**src/rtl/motion_search_engine.sv**
```systemverilog
// motion_search_engine: full-search block-matching motion estimator.
// Walks every (dy,dx) in [-RANGE,+RANGE]^2 in raster order, accumulates the
// saturating SAD of a BLK x BLK reference block against the displaced window
// block and keeps the first strictly-smaller candidate.
// Ports:
//   clk, reset          rising-edge clock, async active-high reset
//   start, thresh       search request; stop once best SAD <= thresh
//                       (thresh all ones never stops early)
//   completed, busy     one-cycle done pulse; search in progress
//   BestDist            best SAD found
//   motionX, motionY    signed best displacement
//   AddressR / R        reference memory port, 1-cycle read latency
//   AddressS / S        search-window memory port, 1-cycle read latency
module motion_search_engine #(
   parameter int PIX_W      = 8,
   parameter int BLK        = 16,
   parameter int RANGE      = 8,
   parameter int DIST_W     = 16,
   parameter int EARLY_TERM = 1,
   localparam int SW        = BLK + 2 * RANGE,
   localparam int AR_W      = $clog2(BLK * BLK),
   localparam int AS_W      = $clog2(SW * SW),
   localparam int MV_W      = $clog2(RANGE + 1) + 1
) (
   input  logic              clk,
   input  logic              reset,
   input  logic              start,
   input  logic [DIST_W-1:0] thresh,
   output logic              completed,
   output logic              busy,
   output logic [DIST_W-1:0] BestDist,
   output logic [MV_W-1:0]   motionX,
   output logic [MV_W-1:0]   motionY,
   output logic [AR_W-1:0]   AddressR,
   input  logic [PIX_W-1:0]  R,
   output logic [AS_W-1:0]   AddressS,
   input  logic [PIX_W-1:0]  S
);

   localparam int NPIX    = BLK * BLK;
   localparam int PXW     = $clog2(BLK);
   localparam int OW      = $clog2(2 * RANGE + 1);
   localparam int LASTOFF = 2 * RANGE;

   typedef enum logic [2:0] {IDLE, RUN, DRAIN, CMP, DONE} stateT;

   stateT state, nextState;

   logic [AR_W-1:0]     pixIdx;
   logic [OW-1:0]       offX, offY;
   logic [DIST_W-1:0]   acc;
   logic [PIX_W-1:0]    diffReg;
   logic                rdValid, diffValid, drainCnt, haveBest;

   logic                lastPix, etHit, lastCand, better, threshHit;
   logic [DIST_W-1:0]   candBest;
   logic [DIST_W:0]     sum;
   logic [DIST_W-1:0]   accSat;
   logic [OW-1:0]       advX, advY, issOffX, issOffY;
   logic [AR_W-1:0]     issueIdx;
   logic [AR_W-PXW-1:0] issPy;
   logic [PXW-1:0]      issPx;
   logic [AS_W-1:0]     sAddr;

   always_comb begin
      lastPix   = (pixIdx == AR_W'(NPIX - 1));
      // A partial SAD already at the best can never win, so stop reading.
      etHit     = (EARLY_TERM != 0) && haveBest && (acc >= BestDist);
      lastCand  = (offX == OW'(LASTOFF)) && (offY == OW'(LASTOFF));
      better    = !haveBest || (acc < BestDist);
      candBest  = better ? acc : BestDist;
      threshHit = (thresh != '1) && (candBest <= thresh);

      sum    = {1'b0, acc} + (DIST_W + 1)'(diffReg);
      accSat = sum[DIST_W] ? '1 : sum[DIST_W-1:0];

      advX = (offX == OW'(LASTOFF)) ? '0 : offX + OW'(1);
      advY = (offX == OW'(LASTOFF)) ? offY + OW'(1) : offY;

      // Address for the pixel presented in the next cycle.
      issueIdx = '0;
      issOffX  = offX;
      issOffY  = offY;
      unique case (state)
         IDLE: begin
            issOffX = '0;
            issOffY = '0;
         end
         RUN:  issueIdx = pixIdx + AR_W'(1);
         CMP: begin
            issOffX = advX;
            issOffY = advY;
         end
         default: ;
      endcase
      issPy = issueIdx[AR_W-1:PXW];
      issPx = issueIdx[PXW-1:0];
      sAddr = (AS_W'(issPy) + AS_W'(issOffY)) * AS_W'(SW)
            + AS_W'(issPx) + AS_W'(issOffX);
   end

   always_comb begin
      nextState = state;
      unique case (state)
         IDLE:    if (start) nextState = RUN;
         RUN:     if (lastPix || etHit) nextState = DRAIN;
         DRAIN:   if (drainCnt) nextState = CMP;
         CMP:     nextState = (lastCand || threshHit) ? DONE : RUN;
         DONE:    nextState = IDLE;
         default: nextState = IDLE;
      endcase
   end

   always_ff @(posedge clk or posedge reset) begin
      if (reset) begin
         state     <= IDLE;
         completed <= 1'b0;
         busy      <= 1'b0;
         BestDist  <= '0;
         motionX   <= '0;
         motionY   <= '0;
         AddressR  <= '0;
         AddressS  <= '0;
         pixIdx    <= '0;
         offX      <= '0;
         offY      <= '0;
         acc       <= '0;
         diffReg   <= '0;
         rdValid   <= 1'b0;
         diffValid <= 1'b0;
         drainCnt  <= 1'b0;
         haveBest  <= 1'b0;
      end else begin
         state     <= nextState;
         completed <= (state == DONE);
         busy      <= (nextState != IDLE) || (state == DONE);
         // Two-stage read pipe: data returns, then |R-S| is registered.
         rdValid   <= (state == RUN);
         diffValid <= rdValid;
         diffReg   <= (R > S) ? R - S : S - R;
         drainCnt  <= (state == DRAIN) ? ~drainCnt : 1'b0;

         if ((state == IDLE && start) || (state == CMP && nextState == RUN))
            acc <= '0;
         else if (diffValid)
            acc <= accSat;

         unique case (state)
            IDLE: if (start) begin
               pixIdx   <= '0;
               offX     <= '0;
               offY     <= '0;
               haveBest <= 1'b0;
               AddressR <= '0;
               AddressS <= sAddr;
            end
            RUN: if (nextState == RUN) begin
               pixIdx   <= issueIdx;
               AddressR <= issueIdx;
               AddressS <= sAddr;
            end
            CMP: begin
               if (better) begin
                  BestDist <= acc;
                  motionX  <= MV_W'(offX) - MV_W'(RANGE);
                  motionY  <= MV_W'(offY) - MV_W'(RANGE);
                  haveBest <= 1'b1;
               end
               if (nextState == RUN) begin
                  offX     <= advX;
                  offY     <= advY;
                  pixIdx   <= '0;
                  AddressR <= '0;
                  AddressS <= sAddr;
               end
            end
            default: ;
         endcase
      end
   end

endmodule
```
**config.mk**
```make
export PLATFORM = sky130hd
export DESIGN_NAME = motion_search_engine
export DESIGN_NICKNAME = d
export VERILOG_FILES = /design/src/rtl/motion_search_engine.sv
export SDC_FILE = /design/constraint.sdc
export NUM_CORES = 1
export LEC_CHECK = 0
export CAP_MARGIN = 20
export CORE_MARGIN = 4
export CORE_UTILIZATION = 45
export DETAILED_ROUTE_END_ITERATION = 12
export GPL_TIMING_DRIVEN = 0
export PLACE_DENSITY = 0.69
export SLEW_MARGIN = 10
export SYNTH_ARGS = -nofsm -noshare
export SYNTH_HDL_FRONTEND = slang
export SYNTH_SLANG_ARGS = --single-unit
```
**constraint.sdc**
```tcl
create_clock -name clk -period 5.1 [get_ports clk]
set_input_delay 0.765 -clock clk [delete_from_list [all_inputs] [get_ports clk]]
set_output_delay 0.765 -clock clk [all_outputs]
set_load 0.01 [all_outputs]
```
# Yosys cells after proc, flatten, opt, wreduce, memory -nomap -nowiden

Index checks and enable logic that the tools add are counted.

Flip-flop bits (word level): 87
Latch bits: 0
Memory bits (writable): 0
Memory bits (read-only): 0
Input port bits: 35
Output and inout port bits: 46
Logic and storage cells: 100
Memories kept: 0

Add/sub/neg operators: 11
$mul: 0
Divide/modulo/power cells: 0
Magnitude comparators: 4
Eq/ne operators: 14
Shift-type cells: 0
Multiplexer cells: 31
Bitwise operators: 1
Reduce and logical (&&, ||, !) cells: 23

Operator list:

| cell                                                                | count |
|---|---|
| 16-bit 2-to-1 mux                                                   | 4 |
| 8-bit 2-to-1 mux                                                    | 5 |
| 5-bit one-hot mux with 2 select lines                               | 4 |
| 5-bit 2-to-1 mux                                                    | 5 |
| 8-bit one-hot mux with 3 select lines                               | 1 |
| 10-bit 2-to-1 mux                                                   | 2 |
| 10-bit one-hot mux with 2 select lines                              | 1 |
| 16-bit by 8-bit adder with 17-bit output                            | 1 |
| 16-bit >= comparator                                                | 1 |
| 16-bit <= comparator                                                | 1 |
| 16-bit less-than comparator                                         | 1 |
| 16-bit != test (second input constant)                              | 1 |
| 8-bit subtractor                                                    | 2 |
| 3-bit 2-to-1 mux                                                    | 4 |
| 3-bit one-hot mux with 4 select lines                               | 1 |
| 10-bit by 4-bit adder with 10-bit output                            | 1 |
| 10-bit by 5-bit adder with 10-bit output                            | 1 |
| 5-bit by 1-bit adder with 5-bit output (second input constant)      | 2 |
| 5-bit equality test (second input constant)                         | 2 |
| 5-bit by 4-bit subtractor with 5-bit output (second input constant) | 2 |
| 3-bit AND reduction                                                 | 3 |
| 8-bit by 1-bit adder with 8-bit output (second input constant)      | 1 |
| 8-bit equality test (second input constant)                         | 1 |
| 8-bit greater-than comparator                                       | 1 |
| 18 further kinds                                                    | 36 |

# Longest topological paths before layout

Gate-level depths: netlist of run 1.

Depth in word-level cells: 12
Depth in mapped cells: 20
Gate-level depth less buffers: 17

# Worst setup path before layout of run 1

No wires, ideal clock.

Path type: flip-flop to flip-flop
Start point: register BestDist[9]
End point: register AddressS[0]
Setup time: 125 ps
Arrival time: 4668 ps
Data required time: 4975 ps
Path slack: 307 ps
Stages on the path, launching flop included: 20
Buffers on the path: 3
Period minus slack after synthesis: 4793 ps
Cell sequence: dfrtp_1 inv_1 ha_1 a21o_1 a21o_1 a221oi_1 nor2_1 o41ai_2 clkbuf_1 o21ai_0 ha_1 nand4_1 or4_4 o311ai_4 a31oi_4 a41o_1 buf_6 a31oi_4 buf_6 mux2_4

Word-level cells in the longest chain between the ends: 11
Elaborated cells on any way between the ends: 15
Those cells by class: order compare (3); eq/ne (2); mux (4); reduce/logical (6)

Ends and longest elaborated chain:

| what                                               | line     | text |
|---|---|---|
| start: declaration                                 | 31       | `output logic [DIST_W-1:0] BestDist,` |
| start signal: assignment                           | 119      | `BestDist <= '0;` |
| start signal: assignment                           | 164      | `BestDist <= acc;` |
| 16-bit less-than comparator                        | 70       | `better = !haveBest \|\| (acc < BestDist);` |
| 1-bit logical OR                                   | 70       |  |
| 16-bit 2-to-1 mux                                  | n/a      |  |
| named net candBest[14]                             | 56       | `logic [DIST_W-1:0] candBest;` |
| 16-bit <= comparator                               | 72       | `threshHit = (thresh != '1) && (candBest <= thresh);` |
| 1-bit logical AND                                  | 72       |  |
| 1-bit logical OR                                   | 108      | `CMP: nextState = (lastCand \|\| threshHit) ? DONE : RUN;` |
| 3-bit 2-to-1 mux                                   | 108      |  |
| 3-bit one-hot mux with 4 select lines              | 104      | `unique case (state)` |
| 3-bit by 1-bit equality test with 1-bit output     | 157, 169 |  |
| 2-bit by 1-bit != test with 1-bit output (no line) | n/a      |  |
| 3-bit AND reduction (no line)                      | n/a      |  |
| end signal: assignment                             | 155      | `AddressS <= sAddr;` |
| end signal: assignment                             | 160      | `AddressS <= sAddr;` |
| end signal: assignment                             | 174      | `AddressS <= sAddr;` |
| end: declaration                                   | 36       | `output logic [AS_W-1:0] AddressS,` |

The timed path passes the listed nets, and every way through them passes these cells.
A chain may end at the register's enable or synchronous reset.

# Worst setup path in the final report of run 1

Start point: register acc[11]
End point: register AddressS[3]

Word-level cells in the longest chain between the ends: 11
Elaborated cells on any way between the ends: 15
Those cells by class: order compare (3); eq/ne (2); mux (4); reduce/logical (6)

Ends and longest elaborated chain:

| what                                               | line     | text |
|---|---|---|
| start: declaration                                 | 51       | `logic [DIST_W-1:0] acc;` |
| start signal: assignment                           | 146      | `acc <= accSat;` |
| 16-bit less-than comparator                        | 70       |  |
| 1-bit logical OR                                   | 70       |  |
| 16-bit 2-to-1 mux                                  | n/a      |  |
| named net candBest[10]                             | 56       |  |
| 16-bit <= comparator                               | 72       |  |
| 1-bit logical AND                                  | 72       |  |
| 1-bit logical OR                                   | 108      |  |
| 3-bit 2-to-1 mux                                   | 108      |  |
| 3-bit one-hot mux with 4 select lines              | 104      |  |
| 3-bit by 1-bit equality test with 1-bit output     | 157, 169 |  |
| 2-bit by 1-bit != test with 1-bit output (no line) | n/a      |  |
| 3-bit AND reduction (no line)                      | n/a      |  |

The timed path passes the listed nets, and every way through them passes these cells.

==> impl_metrics.yaml, run 1 <==
synthesis:
  synthTopCellsByArea: "dfrtp_1 (34%), ha_1 (13%), mux2_2 (4.4%), inv_1 (4.3%), o21ai_0 (3.7%)"
  synth_seq_cells: 87
  syn-cell-area_um2: 6440
  syn_area_per_cell_um2: 9.25
  ys_top_cells_by_count: "dfrtp_1 (87), inv_1 (74), ha_1 (68)"
  synth_nets: 805
  yosys.area.top_type: "dfrtp_1"
  synth_enable_flop_cells: 0
  syn_inst: 697
  synthArstFlopShare_pct: 100
  top_count_cell_post_synth: "dfrtp_1"
  ys_seq_area_share_pct: 33.8
  yosys_warnings: 0
  yosys.area.top_type_share_pct: 33.8
  synth_cell_type_count: 59
  postSynth.topFlopCell: "dfrtp_1"
sta:
  final-hold-violation-count: 0
  worst_slack_ns: 0.227
  timing.final.max_slew_violations: 0
  finalSetupTns_ns: 0
  max_slew_margin_pct: 55.2
  finalCritPeriodShare_pct: 95.5
  timing.hold.ws_ns: 0.367
  grt_setup_unrepaired: "false"
  finalSetupViolCount: 0
  fin_skew_ns: 0.00891
  max_freq_mhz: 205
  period_needed_ns: 4.87
  slew_worst_pin_ns: 0.670
clocking:
  root_buffer: "clkbuf_16"
  cts.hold.buffers_added: 0
  cts_htree_levels: 3
  clk_pin_slew_ns: 0.06
  insertion_delay_ns: 0.34
  cts_made_buffers: 9
  tritoncts: "built"
  numClockSinks: 87
  cts_buffer_depth: 2
grt:
  track_usage_pct: 20.1
  grt_first_pass_wirelength_mm: 26.8
  first_global_vias: 5508
  antenna_found_initial: 0
  grt_start_max_net_pins: 58
  gr_ovfl_total: 0
place:
  dp_cells: 958
  routabilityCongestion: 0.911
  post-place-ws_ns: -0.393
  dpl-instance-area_um2: 7500
  place.detailed.hpwl_mm: 12.6
  place.port_buffers: 80
floorplan:
  initial_utilization_pct: 46.3
  floorplan.die.height_um: 128
  placement_rows: 43
  die_width_um: 128
  dieArea_um2: 16300
  core_area_um2: 13900
  top_level_ports: 81
setup_path:
  worst-path-max-fanout: 10
  regToRegSetupSlack_ns: 0.23
  critical-path-max-stage-delay_ns: 0.58
  worst_ep_arrival_time_ns: 5.10
  criticalPathCategory: "flip-flop to flip-flop"
  critPathLaunchType: "flip-flop"
  crit_path_top_delay_cell: "or4_4"
  worst-endpoint-required_ns: 5.33
  reg2reg_depth: 18
  worstSetupStartpoint: "acc[11]"
  crit-reg2reg-launch: "acc[11]"
  critical_path_endpoint_category: "flip-flop"
  cell_by_cell_listing_of_the_critical_path: "ha_1 -> nand4_1 -> inv_1 -> a221oi_2 -> nor2_1 -> o41ai_4 -> clkbuf_8 -> o21ai_0 -> ha_1 -> nand4_1 -> or4_4 -> o311ai_4 -> a31oi_4 -> a41o_1 -> buf_6 -> a31oi_4 -> buf_6 -> mux2_4"
layout:
  final_cells: 980
  layout-drive-gt1-share_pct: 10.1
  design.final.nets: 903
  multi_input_logic_area_um2: 3880
  antennaDiodeCount: 0
  area_growth_syn_to_layout_pct: 22.3
  final-seq-area_um2: 2180
  final.fill_count: 1167
  postLayoutCellArea_um2: 7880
  postLayoutCoreUtil_pct: 56.6
power_and_ir_drop:
  power.ir.vdd_worst_uv: 189
  total_power_mw: 2.78
  power.leakage_nw: 3.61
  p_per_area_nw_per_um2: 353
worst_hold_path:
  hp-class: "flip-flop to flip-flop"
  hp-start: "rdValid"
  worstHoldPathCells: 0
drt:
  detailroute.via_count: 5605
  routed_wl_mm: 16.3
  antenna_violating_nets_post_route: 0
  drt_iter0_drc: 357
  per_cell_routed_wire_length_um: 16.7
  remaining_drc_errors: 0
  vias_per_cell: 5.72
  firstDrtPassIters: 5
run:
  maxCapViolCount: 0
status:
  run_status: "complete, no violations"
final timing paths:
kind,to
setup / recovery,AddressS[3]
setup reg to reg,AddressS[3]
max in group asynchronous,AddressS[4]
hold / removal,diffValid
min in group asynchronous,BestDist[13]
hold reg to reg,diffValid
cell usage in the layout (no fill, tap or decap), types with 4 or more instances in the layout:
cell	n
a211oi_1	4
a21o_1	13
a21oi_1	39
a22o_1	9
a22oi_1	5
a311oi_1	5
a31oi_1	7
and2_1	6
and3_1	10
buf_4	10
clkbuf_1	19
clkbuf_16	9
clkdlybuf4s50_1	80
clkinvlp_4	4
dfrtp_1	85
fa_1	5
ha_1	68
inv_1	73
mux2_1	8
mux2_2	25
mux2_4	10
mux2i_1	10
nand2_1	50
nand2b_1	4
nand3_1	17
nand4_1	18
nor2_1	43
nor2b_1	9
nor3_1	15
nor4_1	4
o211ai_1	5
o21ai_0	48
o21bai_1	6
xnor2_1	26
xor2_1	8
sequential cells by signal, indices dropped and copies added, names as in the netlist, 5 cells and up:
register / count
AddressS: 10
motionX: 5
motionY: 5
offY: 5
pixIdx: 8
offX: 5
acc: 16
BestDist: 16
diffReg: 8
cell families (layout without fill, tap and decap cells):
kind of cell,Yosys count,in the layout,synth area share [%]
compound gates,162,162,16.7
xor+xnor,34,34,4.62
fa+ha+maj,73,73,14.8
buf+inv,103,206,6.50
flops,87,87,33.8
mux,53,53,9.65
simple gates,185,185,14.0
cell type report:
cell class / count / area share, %
multi-input combinational: 507 / 49.2
sequential: 87 / 27.7
timing repair buffer: 87 / 11.1
inverter: 74 / 3.56
clock buffer: 10 / 3.03
tap: 180 / 2.86
buffer: 29 / 2.06
clock inverter: 6 / 0.556
per-layer routing:
layer	vias up	global-route usage [%]	part of all wire, %
li1	2665	-	-
met4	0	7.62	2.3
met5	-	0	0
met2	210	33.7	49
met1	2700	26.1	43
met3	30	3.58	6.3
worst max-delay path: cells and delay by family (launching register included):
kind / cells / cell delay (ns)
AOI/OAI and AO/OA: 7 / 1.65
adders and majority gates: 2 / 0.66
buffers and inverters: 4 / 0.67
DFF: 1 / 0.46
muxes: 1 / 0.31
and+or+nand+nor: 4 / 1.00
timing repair:
action                                  4_1_cts  5_1_grt
gates cloned                                  0        1
pin swaps                                     1        3
buffers inserted                              1        4
endpoints found under the setup margin       46       38
gates resized for setup                       8       11
power breakdown:
part | total (mW) | switching, mW | leakage, nW | internal (mW)
combinational | 1.22 | 0.631 | 2.35 | 0.585
sequential | 0.938 | 0.135 | 1.14 | 0.803
clock | 0.626 | 0.282 | 0.127 | 0.344
total | 2.78 | 1.05 | 3.61 | 1.73
Note: power is estimated with default switching activity, not from simulation.
==> run 2: changes to the inputs <==
SLEW_MARGIN = not set   (was 10)
==> results of run 2 <==
No change in the layout: final DEF, timing and power equal those of run 1.
